### src/rtl/fifo_pkg.sv
// Shared FIFO definitions: default depth, address widths and the pointer
// format (index plus one wrap bit) used by both the memory and fifo_ctrl.
package fifo_pkg;

    localparam int FIFO_DEPTH = 16;
    localparam int ADDR_W     = $clog2(FIFO_DEPTH);
    localparam int PTR_W      = ADDR_W + 1;

    // Pointer: low ADDR_W bits index the memory, the MSB is the wrap bit.
    typedef logic [PTR_W-1:0] ptr_t;

endpackage : fifo_pkg

### src/rtl/fifo_ptr.sv
// Wrapping pointer counter: advances by one when inc_i is high and rolls
// over modulo 2**W, so the top bit toggles once per lap of the memory.
module fifo_ptr
    import fifo_pkg::*;
#(
    parameter int W = PTR_W
) (
    input  logic         clk,
    input  logic         rst,
    input  logic         inc_i,
    output logic [W-1:0] ptr_o
);

    logic [W-1:0] ptr_q;
    logic [W-1:0] ptr_d;

    // Next pointer value: hold, or step by one with natural wrap.
    always_comb begin
        ptr_d = ptr_q;
        if (inc_i) begin
            ptr_d = ptr_q + W'(1);
        end
    end

    // Pointer register, cleared immediately by reset.
    // NOTE: sequential state uses non-blocking assignments so every register
    // samples its pre-edge inputs regardless of block evaluation order.
    always_ff @(posedge clk or posedge rst) begin
        if (rst) begin
            ptr_q <= '0;
        end else begin
            ptr_q <= ptr_d;
        end
    end

    assign ptr_o = ptr_q;

endmodule : fifo_ptr

### src/rtl/fifo_ctrl.sv
// Pointer and flag controller for the synchronous first-word-fall-through
// FIFO. Converts push/pop requests into the memory write strobe and the
// read/write pointers, and derives full, empty, count and sticky errors.
// Optional watermark flags (almost_full / almost_empty) and their threshold
// parameters exist only when FIFO_CTRL_WATERMARK_EN is defined.
module fifo_ctrl
    import fifo_pkg::*;
#(
    parameter int w_address = ADDR_W,
    parameter int L_fifo    = FIFO_DEPTH
`ifdef FIFO_CTRL_WATERMARK_EN
    ,
    parameter int AF_LEVEL  = 12,
    parameter int AE_LEVEL  = 4
`endif
) (
    input  logic               clk,
    input  logic               rst,
    input  logic               wr_en,
    input  logic               rd_en,
    input  logic               clr_err,
    output logic               wr_en_ptr,
    output logic [w_address:0] write_pointer,
    output logic [w_address:0] read_pointer,
    output logic               full,
    output logic               empty,
    output logic [w_address:0] count,
    output logic               overflow,
    output logic               underflow
`ifdef FIFO_CTRL_WATERMARK_EN
    ,
    output logic               almost_full,
    output logic               almost_empty
`endif
);

    // The wrap-bit scheme only works when the depth is a power of two that
    // matches the pointer index width.
    if (L_fifo != (1 << w_address)) begin : g_bad_depth
        $error("fifo_ctrl: L_fifo must equal 2**w_address");
    end

    logic push_ok;
    logic pop_ok;
    logic overflow_q;
    logic overflow_d;
    logic underflow_q;
    logic underflow_d;

    // A simultaneous pop never frees room for a push, and a simultaneous push
    // never supplies data for a pop: both decisions use the registered flags.
    assign push_ok   = wr_en && !full;
    assign pop_ok    = rd_en && !empty;
    assign wr_en_ptr = push_ok;

    fifo_ptr #(.W(w_address + 1)) u_wr_ptr (
        .clk   (clk),
        .rst   (rst),
        .inc_i (push_ok),
        .ptr_o (write_pointer)
    );

    fifo_ptr #(.W(w_address + 1)) u_rd_ptr (
        .clk   (clk),
        .rst   (rst),
        .inc_i (pop_ok),
        .ptr_o (read_pointer)
    );

    // Level flags come straight from the registered pointers. The memory array
    // itself is never reset; empty hides its stale contents after reset.
    assign empty = (write_pointer == read_pointer);
    assign full  = (write_pointer[w_address] != read_pointer[w_address]) &&
                   (write_pointer[w_address-1:0] == read_pointer[w_address-1:0]);
    assign count = write_pointer - read_pointer;

    // Sticky error next-state: a new error wins over a clear in the same cycle.
    // NOTE: every output of this always_comb gets a default first, so no path
    // leaves a variable unassigned and no latch is inferred.
    always_comb begin
        overflow_d  = overflow_q;
        underflow_d = underflow_q;
        if (clr_err) begin
            overflow_d  = 1'b0;
            underflow_d = 1'b0;
        end
        if (wr_en && full) begin
            overflow_d = 1'b1;
        end
        if (rd_en && empty) begin
            underflow_d = 1'b1;
        end
    end

    // Sticky error registers.
    always_ff @(posedge clk or posedge rst) begin
        if (rst) begin
            overflow_q  <= 1'b0;
            underflow_q <= 1'b0;
        end else begin
            overflow_q  <= overflow_d;
            underflow_q <= underflow_d;
        end
    end

    assign overflow  = overflow_q;
    assign underflow = underflow_q;

`ifdef FIFO_CTRL_WATERMARK_EN
    assign almost_full  = (32'(count) >= AF_LEVEL);
    assign almost_empty = (32'(count) <= AE_LEVEL);
`endif

endmodule : fifo_ctrl

### config.mk
export PLATFORM = sky130hd
export DESIGN_NAME = fifo_ctrl
export DESIGN_NICKNAME = d
export VERILOG_FILES = /design/src/rtl/fifo_pkg.sv /design/src/rtl/fifo_ptr.sv /design/src/rtl/fifo_ctrl.sv
export SDC_FILE = /design/constraint.sdc
export NUM_CORES = 1
export LEC_CHECK = 0
export CELL_PAD_IN_SITES_DETAIL_PLACEMENT = 1
export CELL_PAD_IN_SITES_GLOBAL_PLACEMENT = 1
export CORE_ASPECT_RATIO = 1.1
export CORE_MARGIN = 2
export CORE_UTILIZATION = 30
export DETAILED_ROUTE_END_ITERATION = 16
export PLACE_DENSITY_LB_ADDON = 0.08
export SLEW_MARGIN = 10
export SYNTH_ARGS = -nofsm -noshare
export SYNTH_HDL_FRONTEND = slang
export SYNTH_SLANG_ARGS = --single-unit
### constraint.sdc
create_clock -name clk -period 1.8 [get_ports clk]
set_input_delay 0.36 -clock clk [delete_from_list [all_inputs] [get_ports clk]]
set_output_delay 0.36 -clock clk [all_outputs]
set_load 0.01 [all_outputs]
### Word-level counts from Yosys, hierarchy flattened

Cells that the tools add are included.

| word-level totals | value |
|---|---|
| bits in registers | 12 |
| latch bits | 0 |
| memory bits (writable) | 0 |
| bits in read-only memories | 0 |
| bits of input ports | 5 |
| output and inout port bits | 20 |
| logic and storage cells | 22 |
| memories kept | 0 |

| cells by class | value |
|---|---|
| $add $sub $neg | 3 |
| multipliers | 0 |
| div/mod/pow operators | 0 |
| magnitude comparators | 0 |
| equal/unequal tests | 3 |
| shifts and indexed selects | 0 |
| muxes and demuxes | 3 |
| bitwise gates (word level) | 0 |
| reduce and logical (&&, ||, !) cells | 9 |

Operators by type and width:

| cell | number |
|---|---|
| 5-bit by 1-bit adder with 5-bit output (second input constant) | 2 |
| 5-bit equality test | 1 |
| 1-bit logical AND | 5 |
| 5-bit subtractor | 1 |
| 4-bit equality test | 1 |
| 2-bit nonzero test | 2 |
| 1-bit 2-to-1 mux | 3 |
| 1-bit logical NOT | 2 |
| 1-bit != test | 1 |

### Depth between registers and ports, before layout

| depth | value |
|---|---|
| depth in word-level cells | 4 |
| depth in mapped cells | 7 |
| gate-level depth less buffers | 7 |

### Cells and area by module

Synthesis repeated with hierarchy kept, for this count alone.

| second synthesis, totals | value |
|---|---|
| cells, all modules | 62 |
| area total of the unflattened synthesis | 683.2 µm² |

Modules (own cells, without submodules):

| module | times used | cells each | area an instance (µm²) | seq. area each (µm²) |
|---|---|---|---|---|
| fifo_ptr | 2 | 15 | 203.9 | 125.1 |
| fifo_ctrl | 1 | 32 | 275.3 | 50.0 |

### Worst setup path before layout

No wires, ideal clock.

| path | value |
|---|---|
| path type | register to output |
| start point | register u_wr_ptr.ptr_q[0] (netlist: u_wr_ptr.ptr_o[0]) |
| end point | output count[4] |
| arrival | 1.587 ns |
| data required time | 1.440 ns |
| slack | -0.147 ns |
| cell stages (with the launch flop) | 8 |
| buffers on the path | 0 |
| cell sequence | dfrtp_1 inv_1 ha_1 inv_1 fa_1 a21o_1 a21oi_1 xnor2_1 |

| on the way | value |
|---|---|
| cells in the longest elaborated chain, start to end | 1 |

RTL lines:

| what | line | source |
|---|---|---|
| from (decl) | fifo_ptr.sv:14 | `logic [W-1:0] ptr_q;` |
| from (signal assigned) | fifo_ptr.sv:32 | `ptr_q <= ptr_d;` |
| 5-bit subtractor | fifo_ctrl.sv:75 | `assign count = write_pointer - read_pointer;` |
| to (decl) | fifo_ctrl.sv:27 | `output logic [w_address:0] count,` |

No other way between the ends.

### Final worst setup path

Same ends and word-level chain as after synthesis.

==> metrics.md <==
| Metric | Value |
|---|---|
| Global placement routability congestion | 0.757 |
| Number of vias per cell | 4.42 |
| Max-cap violation count | 0 |
| Filler cells | 256 |
| Final Core Density | 0.613 |
| Slew @ Worst Pin | 0.510 ns |
| Status | complete, but fails checks |
| Buf/Inv on CP | 3 |
| Vias | 703 |
| Failing checks | negative setup slack |
| FF+latch count, synth | 12 |
| Row count | 18 |
| Worst-path fanout max | 2 |
| Sw power | 1.36 mW |
| H-tree lvl count | 1 |
| Clock power share | 0.063 |
| Final WS setup | -0.428 ns |
| DP Wirelength | 1450 um |
| Worst path depth | 8 |
| Required time worst endpoint | 1.44 ns |
| Final Hold Viols | 0 |
| Critical Path End Type | primary output |
| Achievable Freq | 449 MHz |
| Layout cells sized above 1 | 0.527 |
| Pwr dens | 2470 nW/um^2 |
| Design area | 1410 um^2 |
| Cell chosen for the clock root | clkbuf_4 |
| Tmin final | 2.23 ns |
| Sum Neg Setup Slack | -1.40 ns |
| I/O pin count | 25 |
| Synth Instances | 67 |
| Slowest cell on the critical path | dfrtp_1 |
| Later-pin clock latency in the skew report | 0.27 ns |
| Global-route wire length before repair | 3310 um |
| Worst-path clk slew | 0.08 ns |
| Unrepaired setup endpoints after global routing | true |
| Syn_nets | 79 |
| Worst Setup Path Type | flip-flop to primary output |
| Cell Area, Synth | 744 um^2 |
| Footprint of the multi-input gates | 498 um^2 |
| Final Cycle Share | 1.24 |
| Fin Hold WS | 0.411 ns |
| Hold_buf cts | 0 |
| Comb pwr share | 0.788 |
| Total Power | 3.48 mW |
| Seq pwr share | 0.149 |
| Clk_skew | 0.00148 ns |
| DR iter-0 viols | 1 |
| TritonCTS clock tree | yes |
| Synth area leader | dfrtp_1 |
| Most common cell in the netlist | dfrtp_1 |
| Crit-path cells | inv_2 -> ha_4 -> inv_4 -> fa_2 -> a21o_1 -> a21oi_2 -> xnor2_2 -> buf_2 |
| Worst EP arrival | 1.87 ns |
| Register area | 302 um^2 |
| Slew HR | 0.660 |
| Net Sw Frac | 0.391 |
| Startpoint Class | flip-flop |
| Port Buffers | 24 |
| Syn-to-layout area delta | 89.2% |
| DRT Pass-1 Iters | 4 |
| Fin. max-slew vios | 0 |
| Ant. Diodes | 0 |
| TritonCTS Buffers | 3 |
| Die area | 2900 um^2 |
| FF-to-FF path depth | 8 |
| Synth Area per Inst | 11.1 um^2 |
| DIE WIDTH | 51.5 um |
| Yosys cell types | 22 |
| Yosys Warn Count | 0 |
| DRC viols | 0 |
| DIE HEIGHT | 56.2 um |
| Seq/Total Area, Yosys | 0.403 |
| Crit path max-delay family | adder cells |
| Grt ovf | 0 |
| Internal power | 2.12 mW |
| Post-synth EDFFs | 0 |
| GR Util All Layers | 0.150 |
| Static Leak | 0.665 nW |
| Maximum VDD drop | 1.54 mV |
| Top post-synthesis cells by area | dfrtp_1, ha_1, xnor2_1, xor2_1, inv_1 |
| Post-Place Setup Slack | -0.556 ns |
| Async SR Flop Fraction | 1.00 |
| Post-place instance area | 1210 um^2 |
| Commonest cells post-synth | dfrtp_1, inv_1, xnor2_1 |
| Initial antenna violation count | 0 |
| Largest net degree at the start of global routing | 13 |
| Maximum clock path buffer count | 2 |
| Core box area | 2300 um^2 |
| Hold/Removal Path Class | input pin to async pin |
| Final cell count without fillers | 159 |
| # placed instances | 144 |
| Top FF cell, synth | dfrtp_1 |
| Starting Density | 0.324 |
| Vias in the first global route | 725 |
| Post-route ant nets | 0 |
| Sink Count | 12 |
| Post-synth top area share | 0.403 |
| Setup violators final | 7 |
| Worst path max stage delay | 0.40 ns |
| Overall routed net length | 2060 um |
| NumNets Final | 142 |
| Routed wire per std cell | 13.0 um |
## layer usage
metal  track usage  vias to the layer above  wire (um)
met5             0                        -          0
met4        0.0677                        0         14
met3        0.0161                        2         57
met2         0.247                       12       1110
met1         0.193                      345        876
li1              -                      344          -
## logic make-up after synthesis
logic type / after synthesis / synth area share
and+or+nand+nor: 17 / 0.182
AOI/OAI and AO/OA: 7 / 0.0538
xor gates and xnor gates: 13 / 0.153
buffers and inverters: 9 / 0.0454
adders and majority gates: 7 / 0.128
muxes: 2 / 0.0353
DFF: 12 / 0.403
## final timing paths
check	startpoint	endpoint	slack, ns
max in group asynchronous	rst	u_wr_ptr.ptr_o[1]$_DFFE_PP0P_	1.02
min reg2reg	overflow$_DFFE_PP0P_	overflow$_DFFE_PP0P_	0.55
max reg2reg	u_rd_ptr.ptr_o[2]$_DFFE_PP0P_	u_rd_ptr.ptr_o[1]$_DFFE_PP0P_	0.02
min in group clk	overflow$_DFFE_PP0P_	overflow$_DFFE_PP0P_	0.55
min	rst	u_rd_ptr.ptr_o[2]$_DFFE_PP0P_	0.41
max	u_wr_ptr.ptr_o[0]$_DFFE_PP0P_	count[4]	-0.43
## power by group through the flow
stage	combinational [mW]	clock, mW	sequential (mW)
after global placement	2.35	0	0.490
after detailed placement	2.40	0	0.495
after CTS	2.42	0.230	0.495
after global routing	2.97	0.240	0.534
after floorplan	1.01	0	0.606
final	2.74	0.218	0.518
## layout by cell type, fill, tap and decap left out
cell type        Yosys  routed
a21o_1               2       2
a21oi_2              0       2
buf_2                0       3
buf_4                0      29
buf_6                0       8
clkbuf_2             0       1
clkbuf_4             0       3
clkbuf_8             0       1
clkdlybuf4s15_1      0       1
clkdlybuf4s50_1      0      14
dfrtp_1             12      11
dfrtp_2              0       1
dlygate4sd2_1        0       1
dlymetal6s2s_1       0       1
fa_2                 0       1
ha_1                 6       2
ha_4                 0       4
inv_1                9       5
inv_2                0       3
inv_4                0       1
mux2_4               1       2
nand2_1              5       5
nand3_1              1       1
nand4_1              1       1
nand4_4              1       1
nor2_1               3       3
nor2_4               1       2
nor2b_4              1       1
nor3_2               2       2
nor4_4               1       1
o21ai_0              2       2
o21ai_4              0       1
xnor2_1              7       6
xnor2_2              0       1
xor2_1               6       6
## timing repair
action,4_1_cts,5_1_grt
buffers inserted,4,8
gates resized for setup,32,24
pin swaps,7,10
cloned,0,0
setup endpoints to repair,9,11
## worst register-to-register path: stages (launching register included)
cell and delay (ns):
dfrtp_1 0.37, inv_2 0.07, ha_4 0.28, buf_6 0.10, nand4_4 0.12, buf_6 0.14, buf_4 0.13, o21ai_4 0.14
mux2_4 0.31
## registers in the layout (all words and copies together) (netlist names)
| signal | flops |
|---|---|
| overflow | 1 |
| underflow | 1 |
| u_wr_ptr.ptr_o | 5 |
| u_rd_ptr.ptr_o | 5 |
## layout make-up
class,count,share of cell area
inverters,9,0.0258
clock buffers,4,0.0258
multi-input cells,46,0.353
flip-flops and latches,12,0.214
well taps,30,0.0266
repair buffers,58,0.354
Power figures use the tool's default switching activity.
